<file path="src/rtl/regfile_wb_arbiter.sv">
// Writeback arbiter for the register file's single write port.
// Two sources (0 = ALU, 1 = load unit) each feed a one-entry holding buffer.
// A round-robin arbiter picks one full buffer per cycle and drives a registered
// write onto the register file. A pending-write scoreboard tracks destinations
// that decode has claimed but that have not yet been written back.
module regfile_wb_arbiter #(
  parameter int unsigned ADDR_WIDTH = 5,
  parameter int unsigned DATA_WIDTH = 32,
  parameter int unsigned NREGS      = 1 << ADDR_WIDTH
) (
  input  logic                  clk,
  input  logic                  reset,
  input  logic                  s0_valid,
  input  logic [ADDR_WIDTH-1:0] s0_addr,
  input  logic [DATA_WIDTH-1:0] s0_data,
  output logic                  s0_ready,
  input  logic                  s1_valid,
  input  logic [ADDR_WIDTH-1:0] s1_addr,
  input  logic [DATA_WIDTH-1:0] s1_data,
  output logic                  s1_ready,
  output logic                  rf_we,
  output logic [ADDR_WIDTH-1:0] rf_addr,
  output logic [DATA_WIDTH-1:0] rf_data,
  input  logic                  claim_valid,
  input  logic [ADDR_WIDTH-1:0] claim_addr,
  input  logic [ADDR_WIDTH-1:0] chk_addr_a,
  input  logic [ADDR_WIDTH-1:0] chk_addr_b,
  output logic                  busy_a,
  output logic                  busy_b
);

  logic                  full0_q, full1_q;
  logic [ADDR_WIDTH-1:0] addr0_q, addr1_q;
  logic [DATA_WIDTH-1:0] data0_q, data1_q;
  logic                  rr_q;
  logic [NREGS-1:0]      pending_q, pending_d;
  logic                  grant0, grant1;

  // Round-robin grant: a lone full buffer always wins, rr breaks ties.
  always_comb begin
    grant0 = full0_q && (!full1_q || !rr_q);
    grant1 = full1_q && (!full0_q || rr_q);
  end

  // A buffer being drained this cycle may reload on the same edge.
  always_comb begin
    s0_ready = reset && (!full0_q || grant0);
    s1_ready = reset && (!full1_q || grant1);
  end

  // Source 0 holding buffer.
  always_ff @(posedge clk or negedge reset) begin
    if (!reset) begin
      full0_q <= 1'b0;
      addr0_q <= '0;
      data0_q <= '0;
    end else if (s0_valid && s0_ready) begin
      full0_q <= 1'b1;
      addr0_q <= s0_addr;
      data0_q <= s0_data;
    end else if (grant0) begin
      full0_q <= 1'b0;
    end
  end

  // Source 1 holding buffer.
  always_ff @(posedge clk or negedge reset) begin
    if (!reset) begin
      full1_q <= 1'b0;
      addr1_q <= '0;
      data1_q <= '0;
    end else if (s1_valid && s1_ready) begin
      full1_q <= 1'b1;
      addr1_q <= s1_addr;
      data1_q <= s1_data;
    end else if (grant1) begin
      full1_q <= 1'b0;
    end
  end

  // Round-robin pointer points away from the most recently granted source.
  always_ff @(posedge clk or negedge reset) begin
    if (!reset) begin
      rr_q <= 1'b0;
    end else if (grant0) begin
      rr_q <= 1'b1;
    end else if (grant1) begin
      rr_q <= 1'b0;
    end
  end

  // Registered write stage; r0 writes are arbitrated but never enable the port.
  always_ff @(posedge clk or negedge reset) begin
    if (!reset) begin
      rf_we   <= 1'b0;
      rf_addr <= '0;
      rf_data <= '0;
    end else if (grant0) begin
      rf_we   <= (addr0_q != '0);
      rf_addr <= addr0_q;
      rf_data <= data0_q;
    end else if (grant1) begin
      rf_we   <= (addr1_q != '0);
      rf_addr <= addr1_q;
      rf_data <= data1_q;
    end else begin
      rf_we <= 1'b0;
    end
  end

  // Scoreboard next state: clears first, so a same-edge claim (newer producer) wins.
  always_comb begin
    pending_d = pending_q;
    if (grant0 && (addr0_q != '0)) pending_d[addr0_q] = 1'b0;
    if (grant1 && (addr1_q != '0)) pending_d[addr1_q] = 1'b0;
    if (claim_valid && (claim_addr != '0)) pending_d[claim_addr] = 1'b1;
  end

  // Scoreboard register.
  always_ff @(posedge clk or negedge reset) begin
    if (!reset) begin
      pending_q <= '0;
    end else begin
      pending_q <= pending_d;
    end
  end

  // Busy lookups for decode's two source operands.
  always_comb begin
    busy_a = pending_q[chk_addr_a];
    busy_b = pending_q[chk_addr_b];
  end

endmodule
</file>
<file path="config.mk">
export PLATFORM = sky130hd
export DESIGN_NAME = regfile_wb_arbiter
export DESIGN_NICKNAME = d
export VERILOG_FILES = /design/src/rtl/regfile_wb_arbiter.sv
export SDC_FILE = /design/constraint.sdc
export NUM_CORES = 1
export LEC_CHECK = 0
export ABC_CLOCK_PERIOD_IN_PS = 1700
export CORE_MARGIN = 2
export CORE_UTILIZATION = 45
export DETAILED_ROUTE_END_ITERATION = 12
export HOLD_SLACK_MARGIN = 0.1
export PLACE_DENSITY = 0.7
export SLEW_MARGIN = 20
export SYNTH_ARGS = -nofsm -noshare
export SYNTH_HDL_FRONTEND = slang
export SYNTH_SLANG_ARGS = --single-unit
</file>
<file path="constraint.sdc">
create_clock -name clk -period 1.7 [get_ports clk]
set_input_delay 0.255 -clock clk [delete_from_list [all_inputs] [get_ports clk]]
set_output_delay 0.255 -clock clk [all_outputs]
set_load 0.05 [all_outputs]
</file>
==> impl_metrics.ini, run 1 <==
[setup_path]
cp-end-kind = primary output
critPathLaunchType = register
critPathRequiredTime_ns = 1.44
criticalPathCategory = reg2out
arrival_ns = 1.82
path_max_fanout = 3

[placed_design]
dp.cells = 990
port_buffers = 135
hpwl_um = 14600
place.gp.congestion = 0.974

[detailed_routing]
detail_route.wl_per_cell_um = 19.9
viasPerCell = 5.67
dr.pass1.iters = 5
drc = 0
drtAntennaViolNets = 0
drtIter0Drc = 317
num_vias = 5882
routed_wl_um = 20600

[yosys]
ys_warn_count = 0
seq_area_frac_synth = 0.507
netlist_area_um2 = 7260
synth_cell_types = 48
syn_nets = 734
ys_async_sr_fraction = 1.00
dominantRegCellSynth = dfrtp_1
syn_inst = 640
synth.area.top_cells = dfrtp_1 51%, mux2_2 14%, nor2_1 4.5%, mux2i_1 4.4%, mux2_4 3.9%
synth_area_leader_cell = dfrtp_1
synth_seq_cells = 147
synth_top_area_share = 0.507
synthTopCellsByCount = 147 x dfrtp_1, 91 x mux2_2, 87 x nor2_1, 41 x o22ai_1, 35 x nand2_1
avgSynthCellArea_um2 = 11.3
synth_edf_count = 0
yosysMostFrequentCell = dfrtp_1

[layout]
fin_util = 0.623
stdcell_count = 1037
fin_nets = 903
syn2layout_area_growth_pct = 35.8
drive_gt1_frac = 0.336
antenna_cells = 0

[die]
die_w_um = 131
floorplan.die_area_um2 = 17200
fp-row-count = 46
io_pins = 136
coreArea_um2 = 15800
die_y_um = 131
initial_core_util = 0.459

[global_routing]
grt.total_usage = 0.249
grt_remaining_overflow = 0
grt_max_degree = 145
antenna_found_initial = 0
grt_pass1_vias = 6066
grt_pass1_wl_um = 32600

[sta]
hold_viol = 0
clock_skew_ns = 0.00646
max_clock_freq_mhz = 481
slew_viol_final = 0
setup_viol = 2
finalWorstSetupSlack_ns = -0.379
fin_crit_ns = 2.08
rsz0062_at_grt = true
max-slew-margin-rel = 0.499
worst_pin_slew_ns = 0.752
period_share = 1.22

[clock_network]
cts_tree = built
path_clk_slew_ns = 0.06
cts-htree-levels = 4
numCtsBuffers = 17
cts_sinks = 147
clkLatencyLatePin_ns = 0.42
clk_path_buf_depth = 2
clock-root-buffer = clkbuf_16

[pwr]
irDropWorstVdd_mv = 0.816
p_leak_nw = 4.24
power_density_nw_per_um2 = 1400

[outcome]
run_status = finished, violations left
violations = setup timing

[job]
max_cap_viol_count = 0

[hold_path]
worstHoldPathType = in2async
-- routing by layer --
layer  up-vias  global-route usage  share of wire
li1       2689                   -              -
met1      2906               0.308           0.41
met2       233               0.406           0.48
met3        54              0.0737          0.073
met4         0               0.106          0.035
met5         -                   0              0
-- layout make-up --
cell class | count | area [µm²]
multi-input combinational | 452 | 3440
fill | 1240 | 5970
sequential | 147 | 3680
timing repair buffer | 191 | 1850
tap | 216 | 270
clock buffer | 23 | 508
clock inverter | 8 | 98.8
-- final timing paths --
path | cells after the start | slack (ns) | startpoint | endpoint
worst max-delay path | 6 | -0.38 | pending_q[11]$_DFF_PN0_ | busy_b
worst min-delay path | 2 | 0.19 | reset | data1_q[13]$_DFFE_PN0P_
worst max register to register | 6 | 0.11 | full0_q$_DFFE_PN0P_ | pending_q[9]$_DFF_PN0_
worst min register to register | 0 | 0.46 | pending_q[0]$_DFF_PN0_ | pending_q[0]$_DFF_PN0_
max in group asynchronous | 3 | 0.55 | reset | pending_q[11]$_DFF_PN0_
min in group clk | 2 | 0.45 | s1_data[13] | data1_q[13]$_DFFE_PN0P_
-- kinds of logic after synthesis --
| family | count (synthesis) | share of synthesized area |
|---|---|---|
| buffers and inverters | 41 | 0.0319 |
| muxes | 142 | 0.225 |
| AOI/OAI and AO/OA | 117 | 0.111 |
| and+or+nand+nor | 193 | 0.125 |
| DFF | 147 | 0.507 |
-- state kept, by name, indices dropped and copies added (netlist names) --
| signal | flops |
|---|---|
| addr0_q | 5 |
| addr1_q | 5 |
| data0_q | 32 |
| data1_q | 32 |
| full0_q | 1 |
| full1_q | 1 |
| pending_q | 32 |
| rf_addr | 5 |
| rf_data | 32 |
| rf_we | 1 |
| rr_q | 1 |
-- per-stage QoR --
stage | TNS, ns | setup slack (ns) | power [mW] | area, µm² | hold slack (ns)
floorplan | 0 | 0.0152 | 8.12 | 7280 | -0.0406
global placement | -0.997 | -0.510 | 9.73 | 8970 | 0.0505
detailed placement | -1.03 | -0.542 | 9.87 | 8970 | 0.0538
CTS | -0.692 | -0.365 | 13.8 | 9750 | 0.182
global route | -0.850 | -0.430 | 14.5 | 9860 | 0.182
finish | -0.736 | -0.379 | 13.8 | 9860 | 0.191
-- power by group --
| group | internal (mW) | total, mW | switching [mW] |
|---|---|---|---|
| clock network | 2.38 | 3.82 | 1.44 |
| registers | 4.46 | 5.39 | 0.932 |
| logic | 2.06 | 4.63 | 2.57 |
-- placed cells by master (no fill, tap or decap), drive strengths merged, types with 14 or more instances in the layout --
| master | count |
|---|---|
| clkdlybuf4s50 | 86 |
| mux2 | 110 |
| o221ai | 14 |
| nand2 | 36 |
| buf | 96 |
| clkbuf | 24 |
| nand3 | 17 |
| o21ai | 19 |
| dfrtp | 147 |
| o22ai | 41 |
| nor2 | 89 |
| mux2i | 32 |
-- timing repair --
item	in CTS	in global routing
pin swaps	6	13
gates cloned	2	0
gates resized for setup	21	22
endpoints found under the setup margin	3	60
buffers inserted	8	5
hold endpoints to repair	147	0
hold buffers	1	0
-- worst max-delay path, cell delays in order, from the launching register on --
cell and delay, ns:
dfrtp_2 0.44, mux2i_1 0.18, a22oi_1 0.12, nand3_1 0.08, nand2_1 0.06, a311o_2 0.38
buf_8 0.16
Power figures use the tool's default switching activity.
==> run 2: changes to the inputs <==
--- a/config.mk
+++ b/config.mk
@@ -6,12 +6,12 @@
 export NUM_CORES = 1
 export LEC_CHECK = 0
 export ABC_CLOCK_PERIOD_IN_PS = 1700
-export CORE_MARGIN = 2
+export CORE_MARGIN = 4
 export CORE_UTILIZATION = 45
 export DETAILED_ROUTE_END_ITERATION = 12
 export HOLD_SLACK_MARGIN = 0.1
 export PLACE_DENSITY = 0.7
-export SLEW_MARGIN = 20
+export SETUP_SLACK_MARGIN = 0.5
 export SYNTH_ARGS = -nofsm -noshare
 export SYNTH_HDL_FRONTEND = slang
 export SYNTH_SLANG_ARGS = --single-unit
==> impl_metrics.ini, run 2 (synthesized netlist as in run 1, its figures left out) <==
[outcome]
run_status = finished, violations left
violations = setup timing

[clock_network]
cts_tree = built
clk_path_buf_depth = 2
clock-root-buffer = clkbuf_16
cts_sinks = 147
numCtsBuffers = 17
path_clk_slew_ns = 0.06
cts-htree-levels = 4
clkLatencyLatePin_ns = 0.44

[pwr]
power_density_nw_per_um2 = 1330
p_total_mw = 16.1
p_leak_nw = 5.22
irDropWorstVdd_mv = 0.996

[layout]
fin_util = 0.766
design_area_um2 = 12100
final_cell_mix = 141 x dfrtp_1, 86 x clkdlybuf4s50_1, 71 x buf_6
fin_nets = 977
layout_commonest_cell = dfrtp_1
stdcell_count = 1112
drive_gt1_frac = 0.511
syn2layout_area_growth_pct = 66.9

[setup_path]
cp_cell_sequence = buf_6, mux2i_1, a22oi_1, nand3_1, nand2_1, a311o_2, buf_12
criticalPathCategory = reg2out
cpPeakStageDelay_ns = 0.40
arrival_ns = 1.84
cp-end-kind = primary output
path_max_fanout = 3
critPathLaunchType = register
critPathRequiredTime_ns = 1.44
crit_slowest_cell = dfrtp_1
reg2reg_depth = 7

[die]
initial_core_util = 0.459
die_w_um = 135
fp-row-count = 46
die_y_um = 135
floorplan.die_area_um2 = 18200
io_pins = 136
coreArea_um2 = 15800

[job]
max_cap_viol_count = 0

[placed_design]
place.gp.congestion = 0.968
hpwl_um = 15000
port_buffers = 135
dpl_cell_area_um2 = 9100
dp.cells = 990
dp_slack_ns = -0.489

[detailed_routing]
routed_wl_um = 29300
num_vias = 6756
viasPerCell = 6.08
drtIter0Drc = 615
dr.pass1.iters = 5
detail_route.wl_per_cell_um = 26.3
drc = 0
drtAntennaViolNets = 0

[hold_path]
worstHoldPathType = reg2reg
worstHoldPathCells = 0

[sta]
period_share = 1.23
max_clock_freq_mhz = 477
slew_viol_final = 0
rsz0062_at_grt = true
fin_crit_ns = 2.10
hold_viol = 0
clock_skew_ns = 0.0110
finalWorstSetupSlack_ns = -0.396
worst_pin_slew_ns = 0.494
tns_ns = -1.46
whs_ns = 0.430
setup_viol = 24
max-slew-margin-rel = 0.670

[global_routing]
grt.total_usage = 0.294
grt_pass1_vias = 7036
grt_pass1_wl_um = 40600
grt_remaining_overflow = 0
grt_max_degree = 116
antenna_found_initial = 0
-- run 2: layer usage --
metal  GRT usage  wire [µm]  vias to the layer above
met5           0          0                        -
li1            -          -                     2845
met4       0.132       1510                        0
met3      0.0727       2200                      114
met2       0.497      14800                      410
met1       0.356      10700                     3387
-- run 2: final timing paths --
| check | start | slack, ns | endpoint |
|---|---|---|---|
| max in group asynchronous | reset | 0.62 | pending_q[14]$_DFF_PN0_ |
| min | pending_q[0]$_DFF_PN0_ | 0.43 | pending_q[0]$_DFF_PN0_ |
| min reg2reg | pending_q[0]$_DFF_PN0_ | 0.43 | pending_q[0]$_DFF_PN0_ |
| min in group asynchronous | reset | 0.64 | pending_q[10]$_DFF_PN0_ |
| max reg2reg | full0_q$_DFFE_PN0P_ | -0.08 | pending_q[29]$_DFF_PN0_ |
| max | pending_q[31]$_DFF_PN0_ | -0.40 | busy_b |
-- run 2: layout make-up --
cell class                      instances  area (µm²)
Sequential cell                       147        3690
Clock inverter                         13         160
Tap cell                              216         270
Clock buffer                           18         429
Multi-Input combinational cell        452        4360
Timing Repair Buffer                  265        3210
Antenna cell                            1        2.50
Fill cell                             892        3710
-- run 2: where the power goes --
group	internal, mW	switching [mW]
clock	2.30	1.58
sequential	4.46	1.22
combinational	3.20	3.33
-- run 2: worst max-delay path, delay by kind of cell, from the launching register on --
family	cells	cell delay, ns
AOI/OAI and AO/OA	2	0.47
DFF	1	0.40
and+or+nand+nor	2	0.15
muxes	1	0.12
buffers and inverters	2	0.28
-- run 2: what timing repair did --
item,4_1_cts,5_1_grt
gates resized for setup,198,133
pin swaps,42,22
hold endpoints to repair,147,0
setup buffers,44,25
setup endpoints to repair,186,303
cloned,17,3
hold buffers,1,0
==> patch: new RTL, config.mk and constraints of run 1 <==
Reset style: synchronous (`reset`), changed in 5 clocked blocks.
--- a/src/rtl/regfile_wb_arbiter.sv
+++ b/src/rtl/regfile_wb_arbiter.sv
@@ -51,3 +51,3 @@
   // Source 0 holding buffer.
-  always_ff @(posedge clk or negedge reset) begin
+  always_ff @(posedge clk) begin
     if (!reset) begin
@@ -66,3 +66,3 @@
   // Source 1 holding buffer.
-  always_ff @(posedge clk or negedge reset) begin
+  always_ff @(posedge clk) begin
     if (!reset) begin
@@ -81,3 +81,3 @@
   // Round-robin pointer points away from the most recently granted source.
-  always_ff @(posedge clk or negedge reset) begin
+  always_ff @(posedge clk) begin
     if (!reset) begin
@@ -92,3 +92,3 @@
   // Registered write stage; r0 writes are arbitrated but never enable the port.
-  always_ff @(posedge clk or negedge reset) begin
+  always_ff @(posedge clk) begin
     if (!reset) begin
@@ -119,3 +119,3 @@
   // Scoreboard register.
-  always_ff @(posedge clk or negedge reset) begin
+  always_ff @(posedge clk) begin
     if (!reset) begin
Behaviour: differs if reset is asserted again (counterexample within 4 cycles, from zero or initial values and one cycle with reset low); with reset held inactive, the same outputs for 4 cycles.
==> patch against run 1 <==
The flow still finishes with violations (negative setup slack); final area is 7.8% lower; synthesized area is 8.3% lower; setup slack gained 100 ps; die area decreased by 8.1%; non-clock buffer count is 12 lower; critical path type unchanged; wire length is 4.2% lower; core utilization is 0.50 points higher; highest routed layer unchanged; sequential cell count unchanged.
Power is not compared: it rests on default switching activity, and its combinational part moved more than twofold at a synthesized area within 25%.
==> patch: results (changes against run 1) <==
[grt]
grt_pass1_wl_um = 31900  ; was 32600 um
first_global_vias = 6113  ; was 6066
antenna_found_initial = 0  ; unchanged
grt_max_degree = 97  ; was 145
grt_usage_pct = 25.2  ; was 24.9%

[hold_path]
hold_depth = 3
hold_class = input pin to flop  ; was input pin to async pin
min-delay-start = reset
hold_end = data1_q[23]$_SDFFE_PN0P_

[layout]
drive_gt1_share_pct = 16.5  ; was 33.6%
nets = 1015  ; was 903
fill_cells = 1253  ; was 1240
final_cells = 1118  ; was 1037
fin_util_pct = 62.8  ; was 62.3%
num_antenna_cells = 0  ; unchanged

[drt]
drtPass1Iterations = 5  ; unchanged
drtIter0Drc = 357  ; was 317
drc = 0  ; unchanged
wl_per_cell_um = 17.6  ; was 19.9 um
vias = 6194  ; was 5882

[timing]
tns_ps = -519  ; was -736 ps
finalSetupViolCount = 2  ; unchanged
slew_headroom_pct = 73.0  ; was 49.9%
setup_ws_ps = -276  ; was -379 ps
fin_skew_ps = 8.95  ; was 6.46 ps

[power_and_ir_drop]
vdd_drop_max_uv = 953
cellLeakagePower_nw = 4.04

[yosys]
yosys-top-cells-count = nand2_1, dfxtp_1, mux2i_1, nand3_1, o21ai_0  ; was dfrtp_1, mux2_2, nor2_1, o22ai_1, nand2_1
ys_seq_area_share_pct = 44.2  ; was 50.7%
syn_area_per_cell_um2 = 8.51  ; was 11.3 um2
synthArstFlopShare_pct = 0  ; was 100%
synth.distinct_cells = 41  ; was 48
syn-num-nets = 876  ; was 734
yosys_warnings = 0  ; unchanged
synth-main-ff-cell = dfxtp_1  ; was dfrtp_1
synth.area.top_cells = dfxtp_1, nand2_1, mux2i_1  ; was dfrtp_1, mux2_2, nor2_1

[outcome]
violations = negative setup slack  ; unchanged
status = finished with violations  ; unchanged

[setup_path]
reg2reg_from = addr1_q[2]$_SDFFE_PN0P_  ; was full0_q$_DFFE_PN0P_
reg2regPathDepth = 4  ; was 6
critPathSlowestCell = a311o_2  ; was dfrtp_2
critical_path.max_fanout = 3  ; unchanged
regToRegSetupSlack_ps = 70  ; was 110 ps
crit_family = compound AO/OA/AOI/OAI gates  ; unchanged
rr_endpoint = pending_q[9]$_SDFF_PN0_  ; was pending_q[9]$_DFF_PN0_
slowest_delay_ps = 370  ; was 440 ps
arrival_ps = 1720  ; was 1820 ps

[placed_design]
dp_hpwl_um = 13700  ; was 14600 um
globalplace.congestion = 0.953  ; was 0.974
place_area_um2 = 8290  ; was 8970 um2
place.port_buffers = 135  ; unchanged

[clocking]
cts-root-buf = clkbuf_16  ; unchanged
htreeDepth = 4  ; unchanged
numCtsBuffers = 17  ; unchanged
clockBufferDepth = 2  ; unchanged
clock_latency_ps = 420  ; about the same
clk_pin_slew_ps = 60  ; about the same

-- patch: cell count changes after synthesis, sizes merged, moves of 17 or more --
| cell | change |
|---|---|
| nand2 | +202 |
| dfrtp | -147 |
| dfxtp | +147 |
| mux2 | -110 |
| nor2 | -78 |
| o22ai | -41 |
| mux2i | +37 |
| o211a | +36 |
| a21boi | +35 |
| nand3 | +29 |
| o21ai | +20 |
| o221ai | +17 |
-- patch: stage by stage --
stage	hold WS (ps)	setup WS, ps
2_1_floorplan	354	23.1
3_3_place_gp	441	-501
3_5_place_dp	447	-535
4_1_cts	156	-262
5_1_grt	172	-343
6_report	159	-276
-- patch: worst max path at each step --
stage,slack (ps),from,cells after the start,end
2_1_floorplan,20,chk_addr_a[1],7,busy_a
3_3_place_gp,-500,chk_addr_a[1],8,busy_a
3_5_place_dp,-530,chk_addr_b[1],8,busy_b
4_1_cts,-260,pending_q[26]$_SDFF_PN0_,6,busy_b
5_1_grt,-340,pending_q[19]$_SDFF_PN0_,6,busy_a
6_report,-280,pending_q[19]$_SDFF_PN0_,6,busy_b
-- patch: area by class of cell --
cell class                 instances  share of cell area, %
multi-input combinational        574                   38.7
sequential                       147                   32.6
timing repair buffer             179                   19.2
clock buffer                      17                   4.68
tap                              184                   2.53
clock inverter                    15                   2.31
inverter                           2                 0.0826
-- patch: kinds of logic after synthesis --
logic type,synth area share [%]
flip-flops,44.2
AND/OR/NAND/NOR,22.7
multiplexers,10.4
AO/OA/AOI/OAI,18.6
buffers and inverters,4.14
-- patch: routing by layer --
layer | GRT usage [%] | up-vias | share of wire [%]
li1 | - | 3026 | -
met1 | 33.6 | 2953 | 45
met2 | 40.3 | 188 | 47
met3 | 6.20 | 27 | 5.9
met4 | 8.56 | 0 | 1.6
met5 | 0 | - | 0
-- patch: power breakdown --
| part | switching, mW | total [mW] | internal [mW] |
|---|---|---|---|
| Sequential | 0.149 | 3.82 | 3.67 |
| Combinational | 0.876 | 1.56 | 0.687 |
| Clock | 1.61 | 4.00 | 2.38 |
| Total | 2.64 | 9.38 | 6.74 |
-- patch: worst reg2reg max path, cell delays in order (launching register included) --
cell,delay [ps]
dfxtp_1,360
or3b_4,440
or3b_1,420
o221ai_1,200
a21boi_1,90
-- patch: timing repair --
action,4_1_cts,5_1_grt
buffers inserted,2,1
endpoints found under the setup margin,12,21
pin swaps,4,4
gates cloned,2,0
gates resized for setup,35,8
hold endpoints to repair,0,0
